$ cat src/rtl/core_sequencer_pkg.sv
// Shared definitions for the core sequencer: FSM states, opcode constants,
// op-class encoding, jump-type definitions and small classification helpers.
package core_sequencer_pkg;

  // Sequencer states; FETCH is the reset state.
  typedef enum logic [2:0] {
    ST_FETCH     = 3'd0,
    ST_DECODE    = 3'd1,
    ST_EXECUTE   = 3'd2,
    ST_MEM       = 3'd3,
    ST_WRITEBACK = 3'd4,
    ST_HALT      = 3'd5
  } state_e;

  // Instruction class latched at DECODE; OPC_NONE marks "nothing decoded yet".
  typedef enum logic [3:0] {
    OPC_NONE     = 4'd0,
    OPC_LOAD     = 4'd1,
    OPC_STORE    = 4'd2,
    OPC_OP       = 4'd3,
    OPC_OP_IMM   = 4'd4,
    OPC_LUI      = 4'd5,
    OPC_AUIPC    = 4'd6,
    OPC_JAL      = 4'd7,
    OPC_JALR     = 4'd8,
    OPC_BRANCH   = 4'd9,
    OPC_MISC_MEM = 4'd10,
    OPC_SYSTEM   = 4'd11
  } op_class_e;

  // Kind of control transfer an instruction class performs.
  typedef enum logic [1:0] {
    JUMP_NONE   = 2'd0,
    JUMP_JAL    = 2'd1,
    JUMP_JALR   = 2'd2,
    JUMP_BRANCH = 2'd3
  } jump_type_e;

  // Major opcodes, instruction bits [6:0].
  localparam logic [6:0] OPCODE_LOAD     = 7'b0000011;
  localparam logic [6:0] OPCODE_STORE    = 7'b0100011;
  localparam logic [6:0] OPCODE_OP       = 7'b0110011;
  localparam logic [6:0] OPCODE_OP_IMM   = 7'b0010011;
  localparam logic [6:0] OPCODE_LUI      = 7'b0110111;
  localparam logic [6:0] OPCODE_AUIPC    = 7'b0010111;
  localparam logic [6:0] OPCODE_JAL      = 7'b1101111;
  localparam logic [6:0] OPCODE_JALR     = 7'b1100111;
  localparam logic [6:0] OPCODE_BRANCH   = 7'b1100011;
  localparam logic [6:0] OPCODE_MISC_MEM = 7'b0001111;
  localparam logic [6:0] OPCODE_SYSTEM   = 7'b1110011;

  // Classes that need a data-memory transaction.
  function automatic logic is_mem_class(op_class_e c);
    return (c == OPC_LOAD) || (c == OPC_STORE);
  endfunction

  // Classes that retire straight out of EXECUTE without a register write.
  function automatic logic retires_in_execute(op_class_e c);
    return (c == OPC_BRANCH) || (c == OPC_MISC_MEM);
  endfunction

  // Control-transfer kind of a class.
  function automatic jump_type_e jump_type_of(op_class_e c);
    jump_type_e j;
    case (c)
      OPC_JAL:    j = JUMP_JAL;
      OPC_JALR:   j = JUMP_JALR;
      OPC_BRANCH: j = JUMP_BRANCH;
      default:    j = JUMP_NONE;
    endcase
    return j;
  endfunction

endpackage

$ cat src/rtl/core_sequencer_opcode_classifier.sv
// Combinational opcode classifier: maps the 7-bit major opcode to an op-class
// and flags whether the core supports it at all.
module opcode_classifier
  import core_sequencer_pkg::*;
(
  input  logic [6:0] opcode,
  output op_class_e  op_class,
  output logic       legal
);

  // Decode the major opcode; anything unlisted stays OPC_NONE with legal low.
  always_comb begin
    op_class = OPC_NONE;
    legal    = 1'b1;
    case (opcode)
      OPCODE_LOAD:     op_class = OPC_LOAD;
      OPCODE_STORE:    op_class = OPC_STORE;
      OPCODE_OP:       op_class = OPC_OP;
      OPCODE_OP_IMM:   op_class = OPC_OP_IMM;
      OPCODE_LUI:      op_class = OPC_LUI;
      OPCODE_AUIPC:    op_class = OPC_AUIPC;
      OPCODE_JAL:      op_class = OPC_JAL;
      OPCODE_JALR:     op_class = OPC_JALR;
      OPCODE_BRANCH:   op_class = OPC_BRANCH;
      OPCODE_MISC_MEM: op_class = OPC_MISC_MEM;
      OPCODE_SYSTEM:   op_class = OPC_SYSTEM;
      default:         legal    = 1'b0;
    endcase
  end

endmodule

$ cat src/rtl/core_sequencer.sv
// Multi-cycle core sequencer: walks each instruction through
// FETCH -> DECODE -> EXECUTE -> [MEM] -> [WRITEBACK], drives the memory
// handshakes and datapath strobes, and counts retired instructions.
// Moore outputs come from registers; ir_load and the store-exit update_pc
// are qualified combinationally by the matching ack. Every output is forced
// low while rst_n is low, so a reset cycle abandons any open request at once.
module core_sequencer
  import core_sequencer_pkg::*;
#(
  parameter int DATA_WIDTH = 32
) (
  input  logic                  clk,
  input  logic                  rst_n,
  output logic                  imem_req,
  input  logic                  imem_ack,
  output logic                  ir_load,
  input  logic [6:0]            opcode,
  output logic                  dmem_req,
  output logic                  dmem_we,
  input  logic                  dmem_ack,
  output logic                  reg_we,
  output logic                  update_pc,
  output logic                  halt,
  output logic                  illegal,
  output logic [DATA_WIDTH-1:0] instret
);

  state_e                state;
  op_class_e             op_class_q;
  op_class_e             dec_class;
  logic                  dec_legal;
  logic [DATA_WIDTH-1:0] count_q;
  logic                  imem_req_q;
  logic                  dmem_req_q;
  logic                  dmem_we_q;
  logic                  reg_we_q;
  logic                  upc_q;
  logic                  halt_q;
  logic                  illegal_q;
  logic                  store_done;

  opcode_classifier u_classifier (
    .opcode   (opcode),
    .op_class (dec_class),
    .legal    (dec_legal)
  );

  // A store retires in the same cycle its data ack arrives.
  assign store_done = dmem_req_q & dmem_we_q & dmem_ack;

  // Sequencer FSM, registered Moore outputs and retired-instruction counter.
  always_ff @(posedge clk) begin
    if (!rst_n) begin
      state      <= ST_FETCH;
      op_class_q <= OPC_NONE;
      count_q    <= '0;
      imem_req_q <= 1'b1;
      dmem_req_q <= 1'b0;
      dmem_we_q  <= 1'b0;
      reg_we_q   <= 1'b0;
      upc_q      <= 1'b0;
      halt_q     <= 1'b0;
      illegal_q  <= 1'b0;
    end else begin
      reg_we_q <= 1'b0;
      upc_q    <= 1'b0;
      case (state)
        ST_FETCH: begin
          if (imem_ack) begin
            imem_req_q <= 1'b0;
            state      <= ST_DECODE;
          end
        end
        ST_DECODE: begin
          op_class_q <= dec_class;
          if (!dec_legal) begin
            halt_q    <= 1'b1;
            illegal_q <= 1'b1;
            state     <= ST_HALT;
          end else if (dec_class == OPC_SYSTEM) begin
            halt_q <= 1'b1;
            state  <= ST_HALT;
          end else begin
            upc_q <= retires_in_execute(dec_class);
            state <= ST_EXECUTE;
          end
        end
        ST_EXECUTE: begin
          if (is_mem_class(op_class_q)) begin
            dmem_req_q <= 1'b1;
            dmem_we_q  <= (op_class_q == OPC_STORE);
            state      <= ST_MEM;
          end else if (retires_in_execute(op_class_q)) begin
            count_q    <= count_q + DATA_WIDTH'(1);
            imem_req_q <= 1'b1;
            state      <= ST_FETCH;
          end else begin
            reg_we_q <= 1'b1;
            upc_q    <= 1'b1;
            state    <= ST_WRITEBACK;
          end
        end
        ST_MEM: begin
          if (dmem_ack) begin
            dmem_req_q <= 1'b0;
            dmem_we_q  <= 1'b0;
            if (op_class_q == OPC_STORE) begin
              count_q    <= count_q + DATA_WIDTH'(1);
              imem_req_q <= 1'b1;
              state      <= ST_FETCH;
            end else begin
              reg_we_q <= 1'b1;
              upc_q    <= 1'b1;
              state    <= ST_WRITEBACK;
            end
          end
        end
        ST_WRITEBACK: begin
          count_q    <= count_q + DATA_WIDTH'(1);
          imem_req_q <= 1'b1;
          state      <= ST_FETCH;
        end
        ST_HALT: begin
          state <= ST_HALT;
        end
        default: begin
          dmem_req_q <= 1'b0;
          dmem_we_q  <= 1'b0;
          imem_req_q <= 1'b1;
          state      <= ST_FETCH;
        end
      endcase
    end
  end

  assign imem_req  = rst_n & imem_req_q;
  assign ir_load   = rst_n & imem_req_q & imem_ack;
  assign dmem_req  = rst_n & dmem_req_q;
  assign dmem_we   = rst_n & dmem_we_q;
  assign reg_we    = rst_n & reg_we_q;
  assign update_pc = rst_n & (upc_q | store_done);
  assign halt      = rst_n & halt_q;
  assign illegal   = rst_n & illegal_q;
  assign instret   = {DATA_WIDTH{rst_n}} & count_q;

endmodule
$ cat config.mk
export PLATFORM = sky130hd
export DESIGN_NAME = core_sequencer
export DESIGN_NICKNAME = d
export VERILOG_FILES = /design/src/rtl/core_sequencer_pkg.sv /design/src/rtl/core_sequencer_opcode_classifier.sv /design/src/rtl/core_sequencer.sv
export SDC_FILE = /design/constraint.sdc
export NUM_CORES = 1
export LEC_CHECK = 0
export ABC_AREA = 1
export CORE_ASPECT_RATIO = 0.7
export CORE_MARGIN = 1.5
export CORE_UTILIZATION = 58
export DETAILED_ROUTE_END_ITERATION = 8
export HOLD_SLACK_MARGIN = 0.02
export PLACE_DENSITY = 0.86
export SKIP_CTS_REPAIR_TIMING = 1
export SLEW_MARGIN = 20
export SYNTH_ARGS = -nofsm -noshare
export SYNTH_HDL_FRONTEND = slang
export SYNTH_SLANG_ARGS = --single-unit
$ cat constraint.sdc
create_clock -name clk -period 2.5 [get_ports clk]
set_input_delay 0.5 -clock clk [delete_from_list [all_inputs] [get_ports clk]]
set_output_delay 0.5 -clock clk [all_outputs]
set_load 0.03 [all_outputs]
==> impl_metrics.env, run 1 <==
export IMPL_r2r_start="count_q[1]"
export IMPL_synth_nets=563
export IMPL_cts_max_level=2
export IMPL_ir_worst_vdd_mv=0.6092
export IMPL_cp_end_kind="output port"
export IMPL_cts_root_buf="clkbuf_8"
export IMPL_diodes=0
export IMPL_gp_congestion=0.9900
export IMPL_synth_area_leaders="dfxtp_1, nand2_1, inv_1"
export IMPL_crit_family="buffers and inverters"
export IMPL_cp_cell_sequence="clkdlybuf4s50_1, buf_12, nand2_1, inv_1, a32o_1, buf_4"
export IMPL_rsz0062_at_grt="false"
export IMPL_initial_utilization_pct=62.51
export IMPL_grt_max_degree=51
export IMPL_path_buf_inv=4
export IMPL_io_buffers=50
export IMPL_setup_viol=0
export IMPL_slowest_delay_ns=0.51
export IMPL_grt_overflow_total=0
export IMPL_dp_final_hpwl_um=6481
export IMPL_synthCells=551
export IMPL_tightest_slew_ns=0.4836
export IMPL_slew_viol_final=0
export IMPL_final_nets=615
export IMPL_power_leakage_nw=1.833
export IMPL_hold_class="reg -> reg"
export IMPL_vias_per_cell=5.241
export IMPL_synth_seq_cells=46
export IMPL_antenna_found_initial=0
export IMPL_pre_cts_ws_ns=0.2530
export IMPL_slowest_stage="clkdlybuf4s50_1"
export IMPL_die_y_um=64.05
export IMPL_async_flop_share_pct=0
export IMPL_yosysSeqAreaShare_pct=29.82
export IMPL_clkTransAtPathRegs_ns=0.09
export IMPL_drc=0
export IMPL_crit_required_ns=2.00
export IMPL_synth_ff_type="dfxtp_1"
export IMPL_die_area_sq_mm=0.005778
export IMPL_die_w_um=90.21
export IMPL_insertion_delay_ns=0.31
export IMPL_max_freq_mhz=447.2
export IMPL_hold_viol=0
export IMPL_post_route_period_util_pct=89.44
export IMPL_fillers=420
export IMPL_synth_top_area_share_pct=29.82
export IMPL_initialDrtViolationCount=336
export IMPL_grt_pass1_vias=3097
export IMPL_ant_nets=0
export IMPL_synth_area_leader_cell="dfxtp_1"
export IMPL_p_per_area_mw_per_mm2=508.7
export IMPL_fin_crit_ns=2.236
export IMPL_grt_usage_pct=30.73
export IMPL_rows=21
export IMPL_fin_setup_tns_ns=0
export IMPL_hold_ws_ns=0.4652
export IMPL_syn_area_per_cell_sq_um=5.604
export IMPL_areaGrowthSynthToFinish_pct=19.73
export IMPL_hold_start="halt_q"
export IMPL_critPathMaxFanout=50
export IMPL_first_pass_iters=5
export IMPL_core_area_sq_mm=0.004940
export IMPL_wl_per_cell_um=12.51
export IMPL_worst_clock_skew_ns=0.007335
export IMPL_cts_buffers=5
export IMPL_worstPathArrival_ns=1.74
export IMPL_fin_ws_ns=0.2641
export IMPL_synth_common_cells="nand2_1, inv_1, nor2_1"
export IMPL_maxCapViolations=0
export IMPL_yosys_warnings=0
export IMPL_vias=3527
export IMPL_routed_wirelength_um=8417
export IMPL_cts_sinks=46
export IMPL_critPathKind="in -> out"
export IMPL_pin_count=51
export IMPL_finalPower_w=0.001881
export IMPL_outcome="finished, final reports clean"
export IMPL_synth_cell_types=26
export IMPL_synth_edf_count=0
export IMPL_postLayoutCoreUtil_pct=74.85
export IMPL_worstSetupStartpoint="rst_n"
export IMPL_start_kind="input port"
export IMPL_synth_most_common_cell="nand2_1"
export IMPL_cts_tree="yes"
export IMPL_slew_headroom_pct=67.64
export IMPL_clk_path_buf_depth=2
export IMPL_syn_area_sq_mm=0.003088
export IMPL_grt_pass1_wl_um=14230
export IMPL_final_layout_size_suffix_gt1_share_pct=10.10
==> per-stage QoR <==
| stage | cell area, sq um | cells |
|---|---|---|
| 5_1_grt | 3697 | 673 |
| 2_1_floorplan | 3088 | 551 |
| 3_3_place_gp | 3602 | 665 |
| 3_5_place_dp | 3602 | 665 |
| 6_report | 3697 | 673 |
| 4_1_cts | 3697 | 673 |
==> state kept, by name (all words and copies together), names as in the netlist <==
signal      cells
count_q        32
op_class_q      4
state           3
dmem_req_q      1
dmem_we_q       1
halt_q          1
illegal_q       1
imem_req_q      1
reg_we_q        1
upc_q           1
==> worst register-to-register path, cell delays in order, from the launching register on <==
cell and delay, ns:
dfxtp_1 0.39, ha_1 0.29, inv_1 0.09, nor2_1 0.31
nand2_1 0.24, nor2_1 0.18, xor2_1 0.15, nand2_1 0.06
a21oi_1 0.11
==> path summary, 6_finish.rpt <==
check                                   end  cells after the start  slack, ns
worst max-delay path              update_pc                      6       0.26
worst min-delay path                 halt_q                      2       0.47
worst max register to register  count_q[16]                      8       0.63
worst min register to register       halt_q                      2       0.47
==> where the power goes <==
group | switching, W | internal (W) | leakage [nW]
logic | 0.000356 | 0.000184 | 1.41
clock network | 0.000267 | 0.000223 | 0.0472
registers | 0.0000486 | 0.000803 | 0.372
==> placed cells by master (no fill, tap or decap), types with 2 or more instances in the layout <==
cell	n
nand3_1	20
o21ai_0	13
dfxtp_1	46
nor3_1	17
nand4_1	8
a21oi_1	33
xor2_1	10
buf_4	46
clkdlybuf4s50_1	10
nand3b_1	6
buf_12	2
a21boi_0	2
nand2_1	214
nor2_1	67
inv_1	87
clkbuf_8	6
o31ai_1	4
inv_2	2
==> final cells by class <==
cell class / instances / area [sq um] / area share [%]
clock buffer: 6 / 82.58 / 2.234
clock inverter: 2 / 12.51 / 0.3384
inverter: 90 / 337.8 / 9.137
multi-input combinational: 402 / 1772 / 47.92
sequential: 46 / 920.9 / 24.91
tap: 69 / 86.33 / 2.335
timing repair buffer: 58 / 485.5 / 13.13
==> metal layers <==
| layer | GRT usage (%) | vias up | share of wire, % |
|---|---|---|---|
| li1 | - | 1793 | - |
| met1 | 47.61 | 1576 | 52 |
| met2 | 43.18 | 151 | 38 |
| met3 | 6.071 | 7 | 9.3 |
| met4 | 6.746 | 0 | 0.67 |
| met5 | 0 | - | 0 |
==> logic make-up (layout without fill, tap and decap cells) <==
kind of cell | Yosys count | count (layout) | synth area share, %
xor+xnor | 11 | 11 | 3.120
buf+inv | 103 | 156 | 12.80
fa+ha+maj | 1 | 1 | 0.4051
flops | 46 | 46 | 29.82
compound gates | 55 | 55 | 9.725
simple gates | 335 | 335 | 44.12
Power figures use the tool's default switching activity.
==> run 2: changes to the inputs <==
Settings changed: SKIP_CTS_REPAIR_TIMING 1 to unset.
==> results of run 2 <==
The final DEF is identical to that of run 1; final timing and power are the same.
==> run 3: changes to the inputs <==
Settings changed: CAP_MARGIN set to 25, PLACE_DENSITY 0.86 to 0.85.
==> run 3 against run 2 <==
Against the previous run: first-iteration DRC count shrank 29%; non-clock buffer count fell by 1; register-to-register slack lost 0.10 ns; sequential share of layout area down 0.18 points; combinational power down 4%; clock-buffer cell count stayed put; fmax is 5.3% higher; final cell count down 0.15%; critical endpoint is now ir_load.
==> impl_metrics.env, run 3 (synthesis results as in run 1) <==
export IMPL_outcome="finished, final reports clean"
export IMPL_critPathKind="in -> out"
export IMPL_routed_wirelength_um=8373
export IMPL_rrSetupSlack_ns=0.53
export IMPL_diodes=0
export IMPL_max_freq_mhz=471.1
export IMPL_holdBufCountCts=0
export IMPL_rr_endpoint="count_q[16]"
export IMPL_critPathMaxFanout=49
export IMPL_power_leakage_nw=1.846
export IMPL_vias_per_cell=5.244
export IMPL_rows=21
export IMPL_ant_nets=0
export IMPL_io_buffers=50
export IMPL_fin_crit_ns=2.122
export IMPL_maxCapViolations=0
export IMPL_tightest_slew_ns=0.4523
export IMPL_cts_root_buf="clkbuf_8"
export IMPL_reg_top3="count_q: 32 flops, op_class_q: 4 flops, state: 3 flops"
export IMPL_cts_buffers=5
export IMPL_min_to="illegal_q"
export IMPL_grt_max_degree=50
export IMPL_hold_depth=2
export IMPL_worstPathArrival_ns=1.62
export IMPL_mostFrequentLayoutCells="nand2_1, inv_1, nor2_1"
export IMPL_cts_resized=0
export IMPL_grt_pass1_wl_um=14790
export IMPL_crit_required_ns=2.00
export IMPL_grt_pass1_vias=3258
export IMPL_cts_sinks=46
export IMPL_pin_count=51
export IMPL_cp_end_kind="output port"
export IMPL_hold_class="reg -> reg"
export IMPL_die_area_sq_mm=0.005778
export IMPL_core_area_sq_mm=0.004940
export IMPL_clkTransAtPathRegs_ns=0.09
export IMPL_final_nets=614
export IMPL_rsz0062_at_grt="false"
export IMPL_fin_setup_tns_ns=0
export IMPL_antenna_found_initial=0
export IMPL_areaGrowthSynthToFinish_pct=20.62
export IMPL_postLayoutCoreUtil_pct=75.41
export IMPL_wl_per_cell_um=12.46
export IMPL_die_w_um=90.21
export IMPL_setup_viol=0
export IMPL_seq_area_sq_um=920.9
export IMPL_clk_path_buf_depth=2
export IMPL_drc=0
export IMPL_worst_clock_skew_ns=0.007891
export IMPL_final_area_sq_mm=0.003725
export IMPL_slew_headroom_pct=69.61
export IMPL_initial_utilization_pct=62.51
export IMPL_post_cts_buffers=0
export IMPL_multi_input_area_sq_mm=0.001772
export IMPL_hold_viol=0
export IMPL_largest_register_ffs=32
export IMPL_start_kind="input port"
export IMPL_p_per_area_mw_per_mm2=555.6
export IMPL_finalPower_w=0.002070
export IMPL_initialDrtViolationCount=238
export IMPL_fillers=428
export IMPL_die_y_um=64.05
export IMPL_slew_viol_final=0
export IMPL_dpl_instance_area_sq_mm=0.003582
export IMPL_insertion_delay_ns=0.31
export IMPL_gp_congestion=0.9815
export IMPL_hold_start="illegal_q"
export IMPL_final_common_cell="nand2_1"
export IMPL_regMostFlops="count_q"
export IMPL_cts_max_level=2
export IMPL_cts_tree="yes"
export IMPL_grt_usage_pct=31.56
export IMPL_reg2regPathDepth=8
export IMPL_vias=3524
export IMPL_first_pass_iters=5
export IMPL_post_route_period_util_pct=84.90
export IMPL_ir_worst_vdd_mv=0.5570
export IMPL_grt_overflow_total=0
export IMPL_final_layout_size_suffix_gt1_share_pct=9.950
export IMPL_dp_final_hpwl_um=6343
export IMPL_r2r_start="count_q[1]"
[run 3: area by class of cell]
type	count	area share (%)
Timing Repair Buffer	57	12.50
Clock inverter	2	1.612
Inverter	90	9.070
Multi-Input combinational cell	402	47.56
Sequential cell	46	24.72
Clock buffer	6	2.217
Tap cell	69	2.318
[run 3: worst max path at each step]
stage / start / endpoint / slack (ns) / depth (start not counted)
3_5_place_dp: dmem_ack / count_q[2] / 0.31 / 9
4_1_cts: rst_n / ir_load / 0.37 / 5
2_1_floorplan: rst_n / instret[0] / 0.71 / 4
5_1_grt: rst_n / ir_load / 0.29 / 5
3_3_place_gp: dmem_ack / count_q[2] / 0.39 / 9
6_report: rst_n / ir_load / 0.38 / 5
[run 3: routing by layer]
| layer | global-route usage (%) | part of all wire (%) | routed length [um] | vias to the layer above |
|---|---|---|---|---|
| li1 | - | - | - | 1796 |
| met4 | 7.341 | 1.3 | 106 | 0 |
| met5 | 0 | 0 | 0 | - |
| met1 | 46.51 | 51 | 4235 | 1537 |
| met2 | 48.48 | 39 | 3273 | 173 |
| met3 | 4.643 | 9.1 | 758 | 18 |
[run 3: critical path, cell delays in order]
cell	delay, ns
clkdlybuf4s50_1	0.52
buf_12	0.24
nand2_1	0.10
nor2_1	0.09
buf_4	0.16
[run 3: metrics by stage]
step / hold WS, ns / cells / setup WS (ns)
after CTS: 0.4591 / 672 / 0.3683
after floorplan: 0.4193 / 551 / 0.7089
final: 0.4622 / 672 / 0.3775
after global placement: 0.4349 / 664 / 0.3892
after global routing: 0.5111 / 672 / 0.2853
after detailed placement: 0.4391 / 664 / 0.3097
[run 3: where the power goes]
group	total, W	internal (W)	switching [W]
sequential	0.000851	0.000803	0.0000479
combinational	0.000521	0.000173	0.000349
clock	0.000697	0.000427	0.000271
